--- config.mk ---
export PLATFORM = sky130hd
export DESIGN_NAME = puf_soc_frame_packer
export DESIGN_NICKNAME = d
export VERILOG_FILES = /design/src/rtl/puf_soc_pkg.sv /design/src/rtl/puf_frame_fifo.sv /design/src/rtl/puf_soc_frame_packer.sv
export SDC_FILE = /design/constraint.sdc
export NUM_CORES = 2
export LEC_CHECK = 0
export ABC_AREA = 1
export CORE_AREA = 2 2 262 264
export CTS_BUF_LIST = sky130_fd_sc_hd__clkbuf_8 sky130_fd_sc_hd__clkbuf_16
export DETAILED_ROUTE_END_ITERATION = 16
export DIE_AREA = 0 0 264 266
export PLACE_DENSITY = 0.78
export SLEW_MARGIN = 20
export SYNTH_ARGS = -nofsm -noshare
export SYNTH_HDL_FRONTEND = slang
export SYNTH_SLANG_ARGS = --single-unit
--- constraint.sdc ---
create_clock -name clk -period 41.6 [get_ports clk]
set_clock_uncertainty 0.2 [all_clocks]
set_input_delay 8.32 -clock clk [delete_from_list [all_inputs] [get_ports clk]]
set_output_delay 8.32 -clock clk [all_outputs]
set_load 0.03 [all_outputs]
--- src/rtl/puf_soc_pkg.sv ---
// puf_soc_pkg: shared constants and helpers for the PUF SoC frame packer
// Provides the sync byte, header field offsets, payload width calculation and the frame checksum.
package puf_soc_pkg;

    localparam logic [7:0] SYNC_BYTE = 8'hA5;
    localparam int SYNC_LSB  = 0;
    localparam int HDR_LSB   = 8;
    localparam int PAY_LSB   = 16;
    localparam int SEQ_W     = 6;
    localparam int FRAME_MAX = 1024;

    // Debug payload is the widest layout, so it sets the payload register width.
    function automatic int payload_w(input int cnt_w, input int nch, input int mux);
        return nch * $clog2(mux) + 3 + mux + nch + (nch + 1) * cnt_w;
    endfunction

    localparam int PAYLOAD_W = payload_w(32, 2, 16);

    function automatic logic [7:0] frame_xor(input logic [FRAME_MAX-1:0] v, input int nbytes);
        logic [7:0] x;
        x = '0;
        for (int b = 0; b < FRAME_MAX / 8; b++)
            if (b < nbytes) x = x ^ v[b*8 +: 8];
        return x;
    endfunction

endpackage

--- src/rtl/puf_frame_fifo.sv ---
// puf_frame_fifo: shift-register sync FIFO whose head entry drives dout straight from a flop
// Ports: push/din write side, ready pops the head when valid, level is occupancy,
// wr_ok flags a push that was accepted (room available or a pop in the same cycle).
module puf_frame_fifo #(
    parameter int WIDTH = 160,
    parameter int DEPTH = 4
) (
    input  logic                     clk,
    input  logic                     rst,
    input  logic                     push,
    input  logic [WIDTH-1:0]         din,
    input  logic                     ready,
    output logic [WIDTH-1:0]         dout,
    output logic                     valid,
    output logic [$clog2(DEPTH):0]   level,
    output logic                     wr_ok
);

    localparam int AW = $clog2(DEPTH);

    logic [WIDTH-1:0] mem [DEPTH];
    logic             pop;
    logic [AW:0]      wr_idx;

    assign valid  = level != '0;
    assign pop    = valid & ready;
    assign wr_ok  = push & (level != (AW + 1)'(DEPTH) | pop);
    assign wr_idx = level - (AW + 1)'(pop);
    assign dout   = mem[0];

    always_ff @(posedge clk or posedge rst) begin
        if (rst) begin
            for (int i = 0; i < DEPTH; i++) mem[i] <= '0;
            level <= '0;
        end else begin
            for (int i = 0; i < DEPTH - 1; i++)
                if (pop) mem[i] <= mem[i+1];
            if (wr_ok) mem[wr_idx[AW-1:0]] <= din;
            level <= level + (AW + 1)'(wr_ok) - (AW + 1)'(pop);
        end
    end

endmodule

--- src/rtl/puf_soc_frame_packer.sv ---
// puf_soc_frame_packer: builds sync/header/payload/checksum frames from counter snapshots and queues them
// Ports: i_assmblr_en captures one frame, i_op_mode picks debug or normal payload, i_clr_stats clears
// seq/drop/loss; o_frame_data/o_frame_valid/i_frame_ready form the output handshake; o_drop_cnt counts
// frames lost on a full FIFO; o_fifo_level is occupancy.
module puf_soc_frame_packer
    import puf_soc_pkg::*;
#(
    parameter int CNT_BIT_SIZE = 32,
    parameter int NUM_CH       = 2,
    parameter int MUX_LENGTH   = 16,
    parameter int FRAM_SIZE    = 160,
    parameter int FIFO_DEPTH   = 4
) (
    input  logic                                  clk,
    input  logic                                  rst,
    input  logic                                  i_op_mode,
    input  logic                                  i_assmblr_en,
    input  logic                                  i_clr_stats,
    input  logic [CNT_BIT_SIZE-1:0]               i_cnt_lser,
    input  logic [NUM_CH*CNT_BIT_SIZE-1:0]        i_cnt_ch,
    input  logic [NUM_CH-1:0]                     i_full_ch,
    input  logic [MUX_LENGTH-1:0]                 i_ro_bnk_en,
    input  logic [2:0]                            i_fsm_state,
    input  logic [NUM_CH*$clog2(MUX_LENGTH)-1:0]  i_sel_mux,
    output logic [FRAM_SIZE-1:0]                  o_frame_data,
    output logic                                  o_frame_valid,
    input  logic                                  i_frame_ready,
    output logic [15:0]                           o_drop_cnt,
    output logic [$clog2(FIFO_DEPTH):0]           o_fifo_level
);

    localparam int PW = payload_w(CNT_BIT_SIZE, NUM_CH, MUX_LENGTH);

    if (FRAM_SIZE % 8 != 0 || FRAM_SIZE < 24 + PW || FRAM_SIZE > FRAME_MAX) begin : g_bad_frame
        $error("puf_soc_frame_packer: FRAM_SIZE must be a multiple of 8 and hold header, payload and checksum");
    end
    if (FIFO_DEPTH < 2 || (FIFO_DEPTH & (FIFO_DEPTH - 1)) != 0) begin : g_bad_depth
        $error("puf_soc_frame_packer: FIFO_DEPTH must be a power of 2 and at least 2");
    end

    logic                 s1_v, s1_dbg, s2_v, s2_dbg, loss, wr_ok, drop;
    logic [PW-1:0]        s1_pay;
    logic [FRAM_SIZE-1:0] body, s2_body, frame;
    logic [7:0]           s2_par, hdr;
    logic [SEQ_W-1:0]     seq;
    logic [15:0]          drop_cnt;

    // Seq and loss are only known at the push itself (drops must not consume a seq), so S2 carries
    // the checksum of everything except the header byte and the header is folded in at the push.
    assign body  = (FRAM_SIZE'(SYNC_BYTE) << SYNC_LSB) | (FRAM_SIZE'(s1_pay) << PAY_LSB);
    assign hdr   = {loss, s2_dbg, seq};
    assign frame = s2_body | (FRAM_SIZE'(hdr) << HDR_LSB) | (FRAM_SIZE'(s2_par ^ hdr) << (FRAM_SIZE - 8));
    assign drop  = s2_v & ~wr_ok;
    assign o_drop_cnt = drop_cnt;

    always_ff @(posedge clk or posedge rst) begin
        if (rst) begin
            s1_v     <= 1'b0;
            s1_dbg   <= 1'b0;
            s1_pay   <= '0;
            s2_v     <= 1'b0;
            s2_dbg   <= 1'b0;
            s2_body  <= '0;
            s2_par   <= '0;
            seq      <= '0;
            loss     <= 1'b0;
            drop_cnt <= '0;
        end else begin
            s1_v     <= i_assmblr_en;
            s1_dbg   <= i_op_mode;
            s1_pay   <= i_op_mode ? {i_sel_mux, i_fsm_state, i_ro_bnk_en, i_full_ch, i_cnt_ch, i_cnt_lser}
                                  : PW'({i_full_ch, i_cnt_lser});
            s2_v     <= s1_v;
            s2_dbg   <= s1_dbg;
            s2_body  <= body;
            s2_par   <= frame_xor(FRAME_MAX'(body), FRAM_SIZE / 8 - 1);
            seq      <= i_clr_stats ? '0 : seq + SEQ_W'(wr_ok);
            loss     <= ~i_clr_stats & (drop | (loss & ~wr_ok));
            drop_cnt <= i_clr_stats ? '0 : drop_cnt + 16'(drop && drop_cnt != 16'hFFFF);
        end
    end

    puf_frame_fifo #(
        .WIDTH(FRAM_SIZE),
        .DEPTH(FIFO_DEPTH)
    ) u_fifo (
        .clk   (clk),
        .rst   (rst),
        .push  (s2_v),
        .din   (frame),
        .ready (i_frame_ready),
        .dout  (o_frame_data),
        .valid (o_frame_valid),
        .level (o_fifo_level),
        .wr_ok (wr_ok)
    );

endmodule

======== Yosys cells after proc, flatten, opt, wreduce, memory -nomap -nowiden ========
Cells that the tools add are included.
storage, ports and cells
  register bits ........................... 932
  word-level logic and storage cells ...... 66
cells by class
  $add $sub $neg .......................... 5
  order comparisons ....................... 2
  equal/unequal tests ..................... 2
  muxes and demuxes ....................... 10
  bitwise logic cells ..................... 29
  reductions and logical operators ........ 3
operator list
  kind                                                                   number
  640-bit bitwise mux                                                    1
  160-bit two-way mux                                                    4
  640-bit two-way mux                                                    1
  160-bit demux with 2-bit select                                        1
  141-bit by 160-bit bitwise OR with 160-bit output                      1
  141-bit by 16-bit bitwise OR with 141-bit output                       1
  125-bit two-way mux                                                    1
  8-bit XOR                                                              15
  16-bit by 1-bit adder with 16-bit output                               1
  16-bit two-way mux                                                     1
  16-bit inequality test (second input constant)                         1
  8-bit by 5-bit XOR with 8-bit output                                   1
  6-bit by 1-bit adder with 6-bit output                                 1
  6-bit two-way mux                                                      1
  1-bit bitwise AND                                                      5
  4-bit inverter                                                         1
  3-bit by 1-bit adder with 3-bit output                                 1
  3-bit >= comparator (second input constant)                            1
  3-bit by 1-bit < comparator with 1-bit output (second input constant)  1
  3-bit inequality test (second input constant)                          1
  2-bit inverter with 3-bit output                                       1
  3-bit nonzero test                                                     1
  3-bit by 1-bit subtractor with 3-bit output                            1
  1-bit logical AND                                                      2
  3 further kinds                                                        5

======== Longest topological paths before layout ========
  depth in word-level cells ............... 16
  depth in mapped cells ................... 16

======== By module ========
Synthesis repeated with hierarchy kept, for this count alone.
second synthesis, totals
  cells, all modules ...................... 5558
  area total of the unflattened synthesis .. 43925.9 sq um
modules (own cells, without submodules)
  module                instances  cells an instance  area an instance (sq um)
  puf_frame_fifo        1          4594               33606.0
  puf_soc_frame_packer  1          964                10319.9

======== Worst setup path before layout ========
OpenSTA, ideal clock, no wires.
  path kind ............................... input port to flip-flop
  from .................................... input i_frame_ready
  to ...................................... register u_fifo.mem[396] in the netlist's numbering
  setup time .............................. 124 ps
  arrival ................................. 10142 ps
  required time ........................... 41276 ps
  setup slack ............................. 31134 ps
  stages on the path ...................... 13
  buffers on the path ..................... 4
  cell sequence ........................... nand2_2 inv_2 buf_2 buf_2 ha_1 inv_1 ha_1 nor2_1 nand2_4 inv_2 buf_2 buf_2 a21oi_1
between the ends
  word-level cells in the longest chain between the ends .. 9
  elaborated cells on any way between the ends .. 13
  classes of those cells .................. 1 x add/sub; 2 x order compare; 5 x mux; 4 x bitwise; 1 x reduce/logical
RTL lines
  item                                                                                                               RTL line                    source
  start, declared                                                                                                    puf_soc_frame_packer.sv:27  input logic i_frame_ready,
  1-bit bitwise AND *                                                                                                puf_frame_fifo.sv:26        assign pop = valid & ready;
  2-bit by 1-bit subtractor with 2-bit output                                                                        puf_frame_fifo.sv:28        assign wr_idx = level - (AW + 1)'(pop);
  2-bit inverter with 3-bit output (not written as such)                                                             puf_frame_fifo.sv:38        if (wr_ok) mem[wr_idx[AW-1:0]] <= din;
  3-bit >= comparator (not written as such) / 3-bit by 1-bit < comparator with 1-bit output (equally long branches)  puf_frame_fifo.sv:38
  1-bit logical AND (not written as such)                                                                            puf_frame_fifo.sv:38
  160-bit two-way mux (not written as such)                                                                          puf_frame_fifo.sv:38
  160-bit demux with 2-bit select                                                                                    puf_frame_fifo.sv:38
  640-bit bitwise mux                                                                                                puf_frame_fifo.sv:38
  640-bit two-way mux *                                                                                              puf_frame_fifo.sv:38
  end signal, assigned by index                                                                                      puf_frame_fifo.sv:37        if (pop) mem[i] <= mem[i+1];
  end signal, assigned by index                                                                                      puf_frame_fifo.sv:38
  end, declared                                                                                                      puf_frame_fifo.sv:21        logic [WIDTH-1:0] mem [DEPTH];
Every way passes the cells marked *; elsewhere a longest branch is shown, timed or not.
A chain may end at the register's enable or synchronous reset.

======== Worst setup path after layout ========
  from .................................... input i_frame_ready
  to ...................................... register u_fifo.mem[320] in the netlist's numbering
The elaborated chain is that of the path after synthesis.

==> impl_metrics.csv <==
group,metric,value,unit
detailed_routing,drt_wl_total,100,mm
clocking,cts_made_buffers,91,
clocking,postCtsSetupBuffers,0,
setup_path,crit_required,41.95,ns
finish,area_growth,13.4,%
global_route,grt_pass1_vias,29100,
sta,fin_setup_tns,0,ns
floorplanning,start_util,57.2,%
global_route,grt_pass1_wl,160,mm
clocking,path_clk_slew,0.06,ns
detailed_routing,drc,0,
floorplanning,fp-row-count,96,
placed_design,hpwl,59.7,mm
setup_path,cp-start-kind,"primary input",
sta,holdWs,0.153,ns
sta,maxSlewHeadroom,18.3,%
flow_run,maxCapViolCount,0,
sta,fin_crit,13.59,ns
detailed_routing,dr.pass1.iters,6,
setup_path,max_stage_delay,0.95,ns
power_and_ir_drop,p_leak,22.7,nW
setup_path,slowest_stage,"buf_4",
power_and_ir_drop,ir_drop,53.2,µV
floorplanning,io_pins,311,
logic_synthesis,syn-num-nets,4425,
global_route,grt.overflow.total,0,
clocking,clockBufferDepth,3,
placed_design,place.gp.congestion,0.848,
finish,final_cell_mix,"nand2_1 (1,338), dfrtp_1 (926), a21oi_1 (838), inv_1 (343), clkdlybuf4s50_1 (309)",
clocking,insertion_delay,0.65,ns
detailed_routing,vias_per_cell,5.57,
clocking,cts_tree,"built",
clocking,post_cts_resized,0,
logic_synthesis,ys_seq_elements,926,
logic_synthesis,syn_area,38800,µm²
sta,max_freq,73.6,MHz
hold_path,hold_path.class,"flop to flop",
sta,report.final.slew_viol_count,0,
setup_path,critPathCaptureType,"flop",
floorplanning,dieHeight,266,µm
global_route,grt_max_degree,225,
sta,fin_crit_sh,32.7,%
floorplanning,core,67700,µm²
setup_path,cp.arrival,13.95,ns
setup_path,path_buf_inv,5,
detailed_routing,antenna_left,0,
power_and_ir_drop,p_per_area,77.7,nW/µm²
finish,drive_gt1_share,4.41,%
finish,final_common_cell,"nand2_1",
sta,hold_violations,0,
outcome,status,"finished clean",
placed_design,io_buffers,310,
setup_path,cpLargestDelayFamily,"buffers and inverters",
detailed_routing,wl_per_cell,19.1,µm
floorplanning,die_w,264,µm
clocking,h-tree-depth,3,
setup_path,critPathMaxFanout,147,
logic_synthesis,syn_inst,4286,
sta,rsz0062_at_grt,"no",
finish,antennaDiodeCount,0,
floorplanning,die_area,70200,µm²
setup_path,critical_path_class,"primary input to flop",
global_route,antenna_found_initial,3,
logic_synthesis,yosys_warnings,0,
clocking,cts_root_buf,"clkbuf_16",
setup_path,cp_cell_sequence,"clkdlybuf4s50_1 > nand2_8 > inv_8 > ha_1 > inv_1 > ha_1 > nor2_1 > nand2_8 > inv_6 > buf_4 > nand2_1 > o21ai_0",
sta,finalSetupViolCount,0,
global_route,gr-usage-all-layers,29.0,%
detailed_routing,dr.first_iter.drc_count,3170,
logic_synthesis,synthDistinctLibCells,35,
clocking,cts_hold_buf,0,
logic_synthesis,yosysSeqAreaShare,59.8,%
logic_synthesis,synth_area_per_cell,9.05,µm²
sta,worstMarginPinSlew,1.23,ns
detailed_routing,num_vias,29300,
finish,fin_nets,4449,
clocking,cts_sinks,926,
stage by stage:
stage | setup slack (ns) | cells | cell area [µm²] | power (mW) | util, %
after global routing | 27.68 | 5262 | 44000 | 3.63 | 64.9
after detailed placement | 27.40 | 5099 | 40800 | 2.56 | 60.2
after global placement | 27.45 | 5099 | 40800 | 2.52 | 60.2
after CTS | 28.01 | 5262 | 43900 | 3.43 | 64.9
after floorplan | 7.04 | 4286 | 38800 | 2.28 | -
final | 28.01 | 5262 | 44000 | 3.42 | 64.9
worst register-to-register path: stages (launching register included):
cell and delay (ns):
dfrtp_1 0.47, nor2_2 0.09, nand2_1 0.18, nand2_8 0.48, inv_8 0.93, ha_1 0.34
inv_1 0.06, ha_1 0.32, nor2_1 0.31, nand2_8 0.38, inv_6 0.74, buf_4 0.97
nand2_1 0.32, o21ai_0 0.18
area by class of cell:
type | instances | area, µm²
sequential | 926 | 23200
clock buffer | 124 | 2750
fill | 5376 | 23800
timing repair buffer | 337 | 3330
inverter | 335 | 1290
tap | 882 | 1100
clock inverter | 39 | 400
multi-input combinational | 2619 | 11900
path summary, 6_finish.rpt:
kind | start | endpoint | slack, ns | cells after the start
max in group asynchronous | rst | u_fifo.mem[285] | 29.87 | 5
max | i_frame_ready | u_fifo.mem[320] | 28.01 | 12
min in group asynchronous | rst | async pin | 8.01 | 2
max reg2reg | u_fifo.level[1] | u_fifo.mem[320] | 35.56 | 13
min | s1_v | s2_v | 0.15 | 0
min reg2reg | s1_v | s2_v | 0.15 | 0
synth_stat cells:
master       n  area share, %
nand2_1   1338             13
dfrtp_1    926             60
a21oi_1    838             11
inv_1      329            3.2
buf_4      195            3.8
buf_2      168            2.2
o21ai_0    125            1.6
nor2_1      88           0.85
xnor2_1     45            1.0
xor2_1      44           0.99
clkbuf_1    38           0.37
o21ai_1     37           0.48
nand3_1     29           0.37
a31oi_1     25           0.40
a211oi_1    15           0.29
ha_1         7           0.23
nand3b_1     6           0.12
inv_2        5          0.048
nor3_1       4          0.052
clkbuf_2     3          0.039
nand2_4      3          0.087
nand4_1      3          0.048
mux2_2       2          0.058
nand2_2      2          0.032
a41oi_1      1          0.023
and2_1       1          0.016
buf_6        1          0.029
clkbuf_4     1          0.019
conb_1       1         0.0097
fa_1         1          0.052
inv_4        1          0.016
nand3_2      1          0.026
nor2_2       1          0.016
nor3_2       1          0.026
o21a_1       1          0.019
where the power goes:
group / leakage (nW) / switching [mW] / internal, mW
Clock: 1.62 / 0.346 / 0.505
Sequential: 11.7 / 0.180 / 1.20
Combinational: 9.34 / 0.771 / 0.418
Total: 22.7 / 1.30 / 2.12
per-layer routing:
metal | global-route usage, % | part of all wire [%]
met1 | 40.0 | 41
met5 | 0 | 0.012
met4 | 13.5 | 4.4
met3 | 5.13 | 7.7
met2 | 45.3 | 47
kinds of logic after synthesis:
logic type / Yosys count / share of synthesized area [%]
AOI/OAI and AO/OA: 1042 / 13.6
xor gates and xnor gates: 89 / 2.01
adders and majority gates: 8 / 0.277
buffers and inverters: 741 / 9.65
DFF: 926 / 59.8
muxes: 2 / 0.0581
other: 1 / 0.00967
and+or+nand+nor: 1477 / 14.6
Power figures use the tool's default switching activity.
